File: config.mk
export PLATFORM = sky130hd
export DESIGN_NAME = tile_deck_shuffler
export DESIGN_NICKNAME = d
export VERILOG_FILES = /design/src/rtl/tile_pkg.sv /design/src/rtl/lfsr16.sv /design/src/rtl/tile_deck_shuffler.sv
export SDC_FILE = /design/constraint.sdc
export NUM_CORES = 1
export LEC_CHECK = 0
export ABC_AREA = 1
export CORE_UTILIZATION = 40
export CTS_CLUSTER_DIAMETER = 60
export DETAILED_ROUTE_END_ITERATION = 6
export DONT_BUFFER_PORTS = 1
export PLACE_DENSITY = 0.51
export SKIP_CTS_REPAIR_TIMING = 1
export SYNTH_ARGS = -nofsm -noshare
export SYNTH_HDL_FRONTEND = slang
export SYNTH_HIERARCHICAL = 1
export SYNTH_SLANG_ARGS = --single-unit
File: constraint.sdc
create_clock -name CLOCK_50 -period 3.4 [get_ports CLOCK_50]
set_input_delay 0.51 -clock CLOCK_50 [delete_from_list [all_inputs] [get_ports CLOCK_50]]
set_output_delay 0.51 -clock CLOCK_50 [all_outputs]
set_load 0.005 [all_outputs]
File: src/rtl/tile_pkg.sv
// Shared constants for the tile-matching game: tile code layout, deck size,
// LFSR seed/taps and the shuffle FSM state encoding.
package tile_pkg;

    // Tile code layout: [10:9] row, [8:7] col, [6:1] colour, [0] flipped
    localparam int unsigned CODE_W     = 11;
    localparam int unsigned ROW_LSB    = 9;
    localparam int unsigned ROW_W      = 2;
    localparam int unsigned COL_LSB    = 7;
    localparam int unsigned COL_W      = 2;
    localparam int unsigned COLOUR_LSB = 1;
    localparam int unsigned COLOUR_W   = 6;
    localparam int unsigned FLIP_BIT   = 0;

    localparam int unsigned NTILES   = 10;
    localparam int unsigned NCOLOURS = 5;

    // x^16 + x^14 + x^13 + x^11 + 1, stage n held in bit n-1
    localparam logic [15:0] LFSR_SEED = 16'hACE1;
    localparam logic [15:0] LFSR_TAPS = 16'hB400;

    // Shuffle FSM states
    localparam logic [2:0] ST_IDLE   = 3'd0;
    localparam logic [2:0] ST_LOAD   = 3'd1;
    localparam logic [2:0] ST_PICK   = 3'd2;
    localparam logic [2:0] ST_REDUCE = 3'd3;
    localparam logic [2:0] ST_SWAP   = 3'd4;
    localparam logic [2:0] ST_DONE   = 3'd5;

    // Canonical layout: 4 tiles per row, colour pairs on adjacent positions
    function automatic logic [CODE_W-1:0] canonical_tile(input int unsigned k);
        logic [CODE_W-1:0] t;
        t = '0;
        t[ROW_LSB +: ROW_W]       = ROW_W'(k >> 2);
        t[COL_LSB +: COL_W]       = COL_W'(k);
        t[COLOUR_LSB +: COLOUR_W] = COLOUR_W'((k >> 1) + 1);
        t[FLIP_BIT]               = 1'b0;
        return t;
    endfunction

endpackage

File: src/rtl/lfsr16.sv
// Free-running 16-bit Fibonacci LFSR with synchronous reset to the seed.
// Nonzero seed plus a primitive polynomial keeps it away from the all-zero lock-up.
module lfsr16
    import tile_pkg::*;
(
    input  logic        clk_i,
    input  logic        rst_i,
    output logic [15:0] q
);

    logic [15:0] lfsr_q, lfsr_d;

    // Shift towards the MSB, feeding back the parity of the tapped stages
    always_comb begin
        lfsr_d = {lfsr_q[14:0], ^(lfsr_q & LFSR_TAPS)};
    end

    // State register, advances every cycle
    always_ff @(posedge clk_i) begin
        if (rst_i) begin
            lfsr_q <= LFSR_SEED;
        end else begin
            lfsr_q <= lfsr_d;
        end
    end

    assign q = lfsr_q;

endmodule

File: src/rtl/tile_deck_shuffler.sv
// Builds a randomized deck of colour pairs using a Fisher-Yates shuffle over
// the colour fields only; row/col/flip stay tied to their deck position.
module tile_deck_shuffler #(
    parameter int unsigned NTILES = tile_pkg::NTILES,
    parameter int unsigned CODE_W = tile_pkg::CODE_W
) (
    input  logic                     CLOCK_50,
    input  logic                     userquit,
    input  logic                     start,
    output logic                     busy,
    output logic                     done,
    output logic                     deck_valid,
    output logic [NTILES*CODE_W-1:0] deck
);

    import tile_pkg::*;

    localparam logic [3:0] IDX_LAST = 4'(NTILES - 1);

    logic [15:0]       lfsr_q;
    logic [2:0]        state_q, state_d;
    logic [3:0]        idx_q, idx_d;
    logic [3:0]        r_q, r_d;
    logic              deck_valid_q, deck_valid_d;
    logic [CODE_W-1:0] deck_q [NTILES];
    logic [CODE_W-1:0] deck_d [NTILES];

    logic [3:0]          r_red;
    logic [COLOUR_W-1:0] colour_idx, colour_r;
    logic                unused_lfsr;

    lfsr16 u_lfsr (
        .clk_i (CLOCK_50),
        .rst_i (userquit),
        .q     (lfsr_q)
    );

    // Only the low nibble picks the swap partner
    assign unused_lfsr = ^lfsr_q[15:4];

    // Next-state logic for the shuffle FSM and deck contents
    always_comb begin
        state_d      = state_q;
        idx_d        = idx_q;
        r_d          = r_q;
        deck_valid_d = deck_valid_q;
        deck_d       = deck_q;
        // Only evaluated as a result when r > i, so never underflows
        r_red        = r_q - (idx_q + 4'd1);
        colour_idx   = deck_q[idx_q][COLOUR_LSB +: COLOUR_W];
        colour_r     = deck_q[r_q][COLOUR_LSB +: COLOUR_W];

        case (state_q)
            ST_IDLE: begin
                if (start) begin
                    state_d      = ST_LOAD;
                    deck_valid_d = 1'b0;
                end
            end
            ST_LOAD: begin
                for (int unsigned k = 0; k < NTILES; k++) begin
                    deck_d[k] = canonical_tile(k);
                end
                idx_d   = IDX_LAST;
                state_d = ST_PICK;
            end
            ST_PICK: begin
                r_d     = lfsr_q[3:0];
                // Skip REDUCE entirely when the draw is already in range
                state_d = (lfsr_q[3:0] > idx_q) ? ST_REDUCE : ST_SWAP;
            end
            ST_REDUCE: begin
                r_d     = r_red;
                state_d = (r_red > idx_q) ? ST_REDUCE : ST_SWAP;
            end
            ST_SWAP: begin
                // r == i writes the same colour back, a harmless no-op
                deck_d[idx_q][COLOUR_LSB +: COLOUR_W] = colour_r;
                deck_d[r_q][COLOUR_LSB +: COLOUR_W]   = colour_idx;
                idx_d = idx_q - 4'd1;
                if (idx_q == 4'd1) begin
                    state_d      = ST_DONE;
                    deck_valid_d = 1'b1;
                end else begin
                    state_d = ST_PICK;
                end
            end
            ST_DONE: begin
                state_d = ST_IDLE;
            end
            default: begin
                state_d = ST_IDLE;
            end
        endcase
    end

    // State registers; userquit restores the canonical deck
    always_ff @(posedge CLOCK_50) begin
        if (userquit) begin
            state_q      <= ST_IDLE;
            idx_q        <= '0;
            r_q          <= '0;
            deck_valid_q <= 1'b0;
            for (int unsigned k = 0; k < NTILES; k++) begin
                deck_q[k] <= canonical_tile(k);
            end
        end else begin
            state_q      <= state_d;
            idx_q        <= idx_d;
            r_q          <= r_d;
            deck_valid_q <= deck_valid_d;
            deck_q       <= deck_d;
        end
    end

    // Status outputs decoded from the registered state
    always_comb begin
        busy = (state_q == ST_LOAD) || (state_q == ST_PICK) ||
               (state_q == ST_REDUCE) || (state_q == ST_SWAP);
        done = (state_q == ST_DONE);
    end

    assign deck_valid = deck_valid_q;

    for (genvar g = 0; g < NTILES; g++) begin : g_deck
        assign deck[g*CODE_W +: CODE_W] = deck_q[g];
    end

endmodule

==> results of run 1 <==
## per-stage QoR
step	hold WS (ns)	instances
floorplan	0.383	1129
global placement	0.387	1266
detailed placement	0.393	1266
CTS	0.199	1282
global route	0.215	1282
finish	0.211	1282
## layout by cell type, fill, tap and decap left out, types with 4 or more instances in the layout
cell and n:
o21ai_0 18, inv_6 4, dfxtp_1 89, nand3_1 59
ha_1 15, a21oi_1 83, nand2_1 461, a21oi_2 15
conb_1 35, inv_1 90, nor2_4 20, clkbuf_16 9
nor2_1 85, inv_2 16, buf_4 5, or2_1 5
nand2_2 9, nand3_2 9, nor2_2 7
## layer usage
metal | track usage | routed length, um | vias to the layer above
met5 | 0 | 0 | -
met4 | 0.0994 | 503 | 0
met3 | 0.0399 | 1630 | 32
met2 | 0.393 | 9160 | 260
met1 | 0.367 | 9900 | 2862
li1 | - | - | 3254
## worst max-delay path, cell delays in order (launching register included)
cell and delay [ns]:
dfxtp_1 0.38, nor2_1 0.08, inv_2 0.08, nor2_4 0.04, inv_2 0.25, nand2_1 0.54
inv_1 0.24, nand2_1 0.11
## state kept, by name, summed over array words and instances, names as in the netlist
register / flops
u_lfsr/q: 16
state_q: 3
deck_valid: 1
r_q: 4
deck: 61
idx_q: 4
## power groups by stage
stage / clock [mW] / combinational, mW / sequential [mW]
after floorplan: 0 / 2.04 / 1.33
after global placement: 0 / 2.72 / 1.42
after detailed placement: 0 / 2.71 / 1.42
after CTS: 1.04 / 2.73 / 1.40
after global routing: 1.07 / 3.04 / 1.42
final: 1.01 / 2.75 / 1.39
## path summary, 6_finish.rpt
kind	startpoint	end	slack, ns
max	state_q[0]	busy	0.82
max reg2reg	r_q[1]	state_q[1]	1.04
min reg2reg	u_lfsr/q[7]	u_lfsr/q[8]	0.40
min	userquit	u_lfsr/q[8]	0.21
## cell type report
type                    count  area [um2]
well taps                 216         270
repair buffers              5        37.5
fillers                  1779        9270
inverters                 109         417
clock inverters             7        66.3
clock buffers               9         225
multi-input cells         847        3990
flip-flops and latches     89        1780
==> summary.md, run 1 <==
| Metric | Value |
|---|---|
| GRT Resource Usage Total | 0.259 |
| Sw frac | 0.532 |
| 1st-iter DRT viols | just over 700 |
| Outcome | finished, final reports clean |
| Initial Utilization | 0.414 |
| Finish-stage setup viols | 0 |
| DP Wirelength | about 15,000 um |
| Port Buffers | 0 |
| Combinational share of power | 0.534 |
| CP Capture Type | output pin |
| Hold Path Stages | 1 |
| CTS Sinks | between 80 and 90 |
| CTS tree | done |
| Path category of the worst min-delay check | primary input to flop |
| Fmax | ~390 MHz |
| Core Area | 0.0161 mm2 |
| Mapped Cells | between 1,000 and 1,500 |
| Area grow syn2layout | 2.22% |
| Layout cells sized above 1 | 0.0985 |
| Synth Warn # | 6 |
| Relative slew slack | 0.459 |
| Final ANT Viol Nets | 0 |
| Post-Route WL | 21,200 um |
| Dpl ws | roughly 1.1 ns |
| Leakage | ~3.2 nW |
| Full die area | around 0.017 mm2 |
| Flop pwr share | 0.270 |
| Cell area after layout | ~0.0068 mm2 |
| Vias | between 6,000 and 7,000 |
| WL/cell | 16.5 um |
| Internal power | 2.42 mW |
| Die width | 131 um |
| Power Total | about 5.2 mW |
| Final worst slack | a little over 0.8 ns |
| Critical path data required time | roughly 2.9 ns |
| Grt ovf | 0 |
| Worst-skew pair later-pin latency | 0.36 ns |
| Worst Path Class, Setup | flop to output pin |
| Hold Violations, Final | 0 |
| Avg Cell Area, Syn | between 6 and 7 um2 |
| Clock Tree Buf Depth | 2 |
| Worst Setup Start Kind | flop |
| Vias in the first global route | ~5,600 |
| Placer Congestion | 0.896 |
| Count of pins over their slew limit | 0 |
| Critical-path maximum fanout | 13 |
| Placed Area | ~0.0065 mm2 |
| Reg2Reg Depth | 11 |
| Mapped Area | roughly 0.0066 mm2 |
| Worst VDD drop | roughly 0.00043 V |
| Psw | between 2 and 3 mW |
| DR pass1 iterations | 5 |
| Initial antenna violation count | 0 |
| Row count | 46 |
| Largest net degree at the start of global routing | 82 |
| H-tree depth | 3 |
| Nets | 1,080 |
| Final core utilization | 0.423 |
| Max Cap Viol | 0 |
| First-pass GRT wire length | 32,500 um |
| Clk slew on worst S/H paths | 0.07 ns |
| Final setup TNS | 0 ns |
| Root Driver | clkbuf_16 |
| Arrival time at the worst endpoint | 2.07 ns |
| Die Y | ~130 um |
| Tmin final | 2.58 ns |
| Top-level I/O count | around 120 |
| Period utilisation layout | 0.760 |
| RSZ-0062 raised after global routing | false |
| CTS Buf Count | 9 |
| Via/cell ratio | 5.00 |
| Skew final | approximately 0.0091 ns |
| Drt drc | 0 |
| Antenna Cells | 0 |
| Pwr/cell area | ~760 mW/mm2 |
| Worst-Margin Slew | about 0.8 ns |
| Clk pwr share | 0.196 |
Power figures use the tool's default switching activity.
==> inputs of run 2 (changes only) <==
==> constraint.sdc (replaced) <==
create_clock -name CLOCK_50 -period 2.5 [get_ports CLOCK_50]
set_input_delay 0.375 -clock CLOCK_50 [delete_from_list [all_inputs] [get_ports CLOCK_50]]
set_output_delay 0.375 -clock CLOCK_50 [all_outputs]
set_load 0.005 [all_outputs]
==> run 2 against run 1 <==
Non-clock buffer count grew 8. Cell area grew 0.94%. Sequential share of layout area shrank 0.23 points. Combinational power grew 43%.
==> summary.md, run 2 (synthesized netlist as in run 1, its figures left out) <==
| Metric | Value |
|---|---|
| Clock Tree Buf Depth | 2 |
| Metal-1 WL | between 9000 and 10,000 um |
| Critical-path maximum fanout | 5 |
| Worst VDD drop | about 0.00045 V |
| Arrival time at the worst endpoint | approximately 2.6 ns |
| Clk pwr share | 0.192 |
| Final core utilization | 0.427 |
| Worst path slowest cell | dfxtp_2 |
| Vias | ~6,400 |
| Nets | roughly 1,100 |
| Max reg flops | 61 |
| Outcome | finished, final reports clean |
| Initial antenna violation count | 0 |
| Slowest stage delay, CP | 0.41 ns |
| Port Buffers | 0 |
| Max Cap Viol | 0 |
| Worst Path Class, Setup | flop to flop |
| Via/cell ratio | about 5.0 |
| Pwr/cell area | between 1000 and 1500 mW/mm2 |
| Relative slew slack | 0.459 |
| Hold Path Stages | 1 |
| CP Buf/Inv Count | 2 |
| Worst-skew pair later-pin latency | between 0.3 and 0.4 ns |
| First-pass GRT wire length | between 30,000 and 40,000 um |
| Crit path cell chain | inv_2, ha_1, a21oi_1, nand2_1, xor2_1, ha_1, a21oi_1, o21ai_0, nand3_1, nand3b_1, o21ai_0, inv_1 |
| Period utilisation layout | 0.923 |
| Core Area | around 0.016 mm2 |
| Count of pins over their slew limit | 0 |
| WL/cell | approximately 17 um |
| CTS Sinks | slightly below 90 |
| Path category of the worst min-delay check | primary input to flop |
| Fmax | between 400 and 500 MHz |
| Row count | 46 |
| RSZ-0062 raised after global routing | false |
| Critical path data required time | 2.75 ns |
| Top sig layer | met4 |
| Full die area | roughly 0.017 mm2 |
| Reg2Reg Depth | 12 |
| Layout cells sized above 1 | 0.106 |
| Dpl ws | between 0.1 and 0.15 ns |
| Final worst slack | approximately 0.19 ns |
| Sw frac | 0.532 |
| Largest net degree at the start of global routing | between 80 and 90 |
| 1st-iter DRT viols | 601 |
| Drt drc | 0 |
| Die Y | between 100 and 150 um |
| Tmin final | roughly 2.3 ns |
| DP Wirelength | about 15,000 um |
| Placer Congestion | 0.900 |
| Leakage | 3.20 nW |
| Most frequent cells in the layout | 461 x nand2_1, 90 x inv_1, 88 x dfxtp_1 |
| Combinational share of power | 0.548 |
| Crit-path leading delay family | adder cells |
| H-tree depth | 3 |
| Vias in the first global route | between 5,000 and 6,000 |
| Root Driver | clkbuf_16 |
| Worst Setup Start Kind | flop |
| DR pass1 iterations | 6 |
| Top-level I/O count | ~120 |
| CP Depth | 12 |
| Finish-stage setup viols | 0 |
| Antenna Cells | 0 |
| Setup slack, reg-to-reg | between 0.15 and 0.2 ns |
| DR WL met2 | 9450 um |
| Clk slew on worst S/H paths | around 0.07 ns |
| Post-Route WL | 21,400 um |
| Grt ovf | 0 |
| Hold Violations, Final | 0 |
| Die width | 131 um |
| Internal power | approximately 3.3 mW |
| Area grow syn2layout | 3.18% |
| Psw | 3.80 mW |
| Worst-Margin Slew | around 0.81 ns |
| GRT Resource Usage Total | 0.258 |
| Placed Area | about 0.0066 mm2 |
| Commonest non-fill, non-tap cell in the layout | nand2_1 |
| Met3 routed WL | 1600 um |
| CP Capture Type | flop |
| Final ANT Viol Nets | 0 |
| Cell area after layout | around 0.007 mm2 |
| Skew final | slightly above 0.008 ns |
| Flop pwr share | 0.260 |
| CTS tree | done |
| Initial Utilization | 0.414 |
| CTS Buf Count | 9 |
| Final setup TNS | 0 ns |
==> run 2: cell types whose count changed in the layout (fill, tap and decap cells not counted), sizes merged <==
cell    change
clkinv      +1
buf         +8
inv         -1
==> run 2: worst register-to-register path: stages, from the launching register on <==
cell and delay (ns):
dfxtp_2 0.41, inv_2 0.09, ha_1 0.34, a21oi_1 0.15
nand2_1 0.07, xor2_1 0.21, ha_1 0.30, a21oi_1 0.12
o21ai_0 0.12, nand3_1 0.12, nand3b_1 0.07, o21ai_0 0.15
inv_1 0.05
==> run 2: routing by layer <==
| layer | vias up | track usage |
|---|---|---|
| met5 | - | 0 |
| met4 | 0 | 0.0920 |
| met3 | 39 | 0.0578 |
| met2 | 246 | 0.404 |
| met1 | 2843 | 0.348 |
| li1 | 3269 | - |
==> run 2: path summary, 6_finish.rpt <==
| path | start | end |
|---|---|---|
| setup / recovery | idx_q[2] | state_q[1] |
| setup reg to reg | idx_q[2] | state_q[1] |
| hold reg to reg | u_lfsr/q[7] | u_lfsr/q[8] |
| hold / removal | userquit | u_lfsr/q[8] |
==> run 2: metrics by stage <==
step	hold slack (ns)	total power, mW	instances
after CTS	0.0683	7.15	1290
after global placement	0.384	5.74	1274
after floorplan	0.383	4.58	1129
after detailed placement	0.389	5.74	1274
final	0.0832	7.15	1290
after global routing	0.0738	7.69	1290
==> run 2: final cells by class <==
cell class,instances,area (um2)
Clock buffer,9,225
Timing Repair Buffer,13,97.6
Multi-Input combinational cell,847,3990
Clock inverter,7,68.8
Tap cell,216,270
Fill cell,1792,9200
Sequential cell,89,1780
Inverter,109,417
==> run 2: power groups by stage <==
| stage | Clock (mW) | Combinational (mW) | Sequential, mW |
|---|---|---|---|
| 2_1_floorplan | 0 | 2.78 | 1.80 |
| 3_3_place_gp | 0 | 3.85 | 1.89 |
| 3_5_place_dp | 0 | 3.85 | 1.90 |
| 4_1_cts | 1.42 | 3.87 | 1.86 |
| 5_1_grt | 1.48 | 4.33 | 1.89 |
| 6_report | 1.37 | 3.92 | 1.86 |
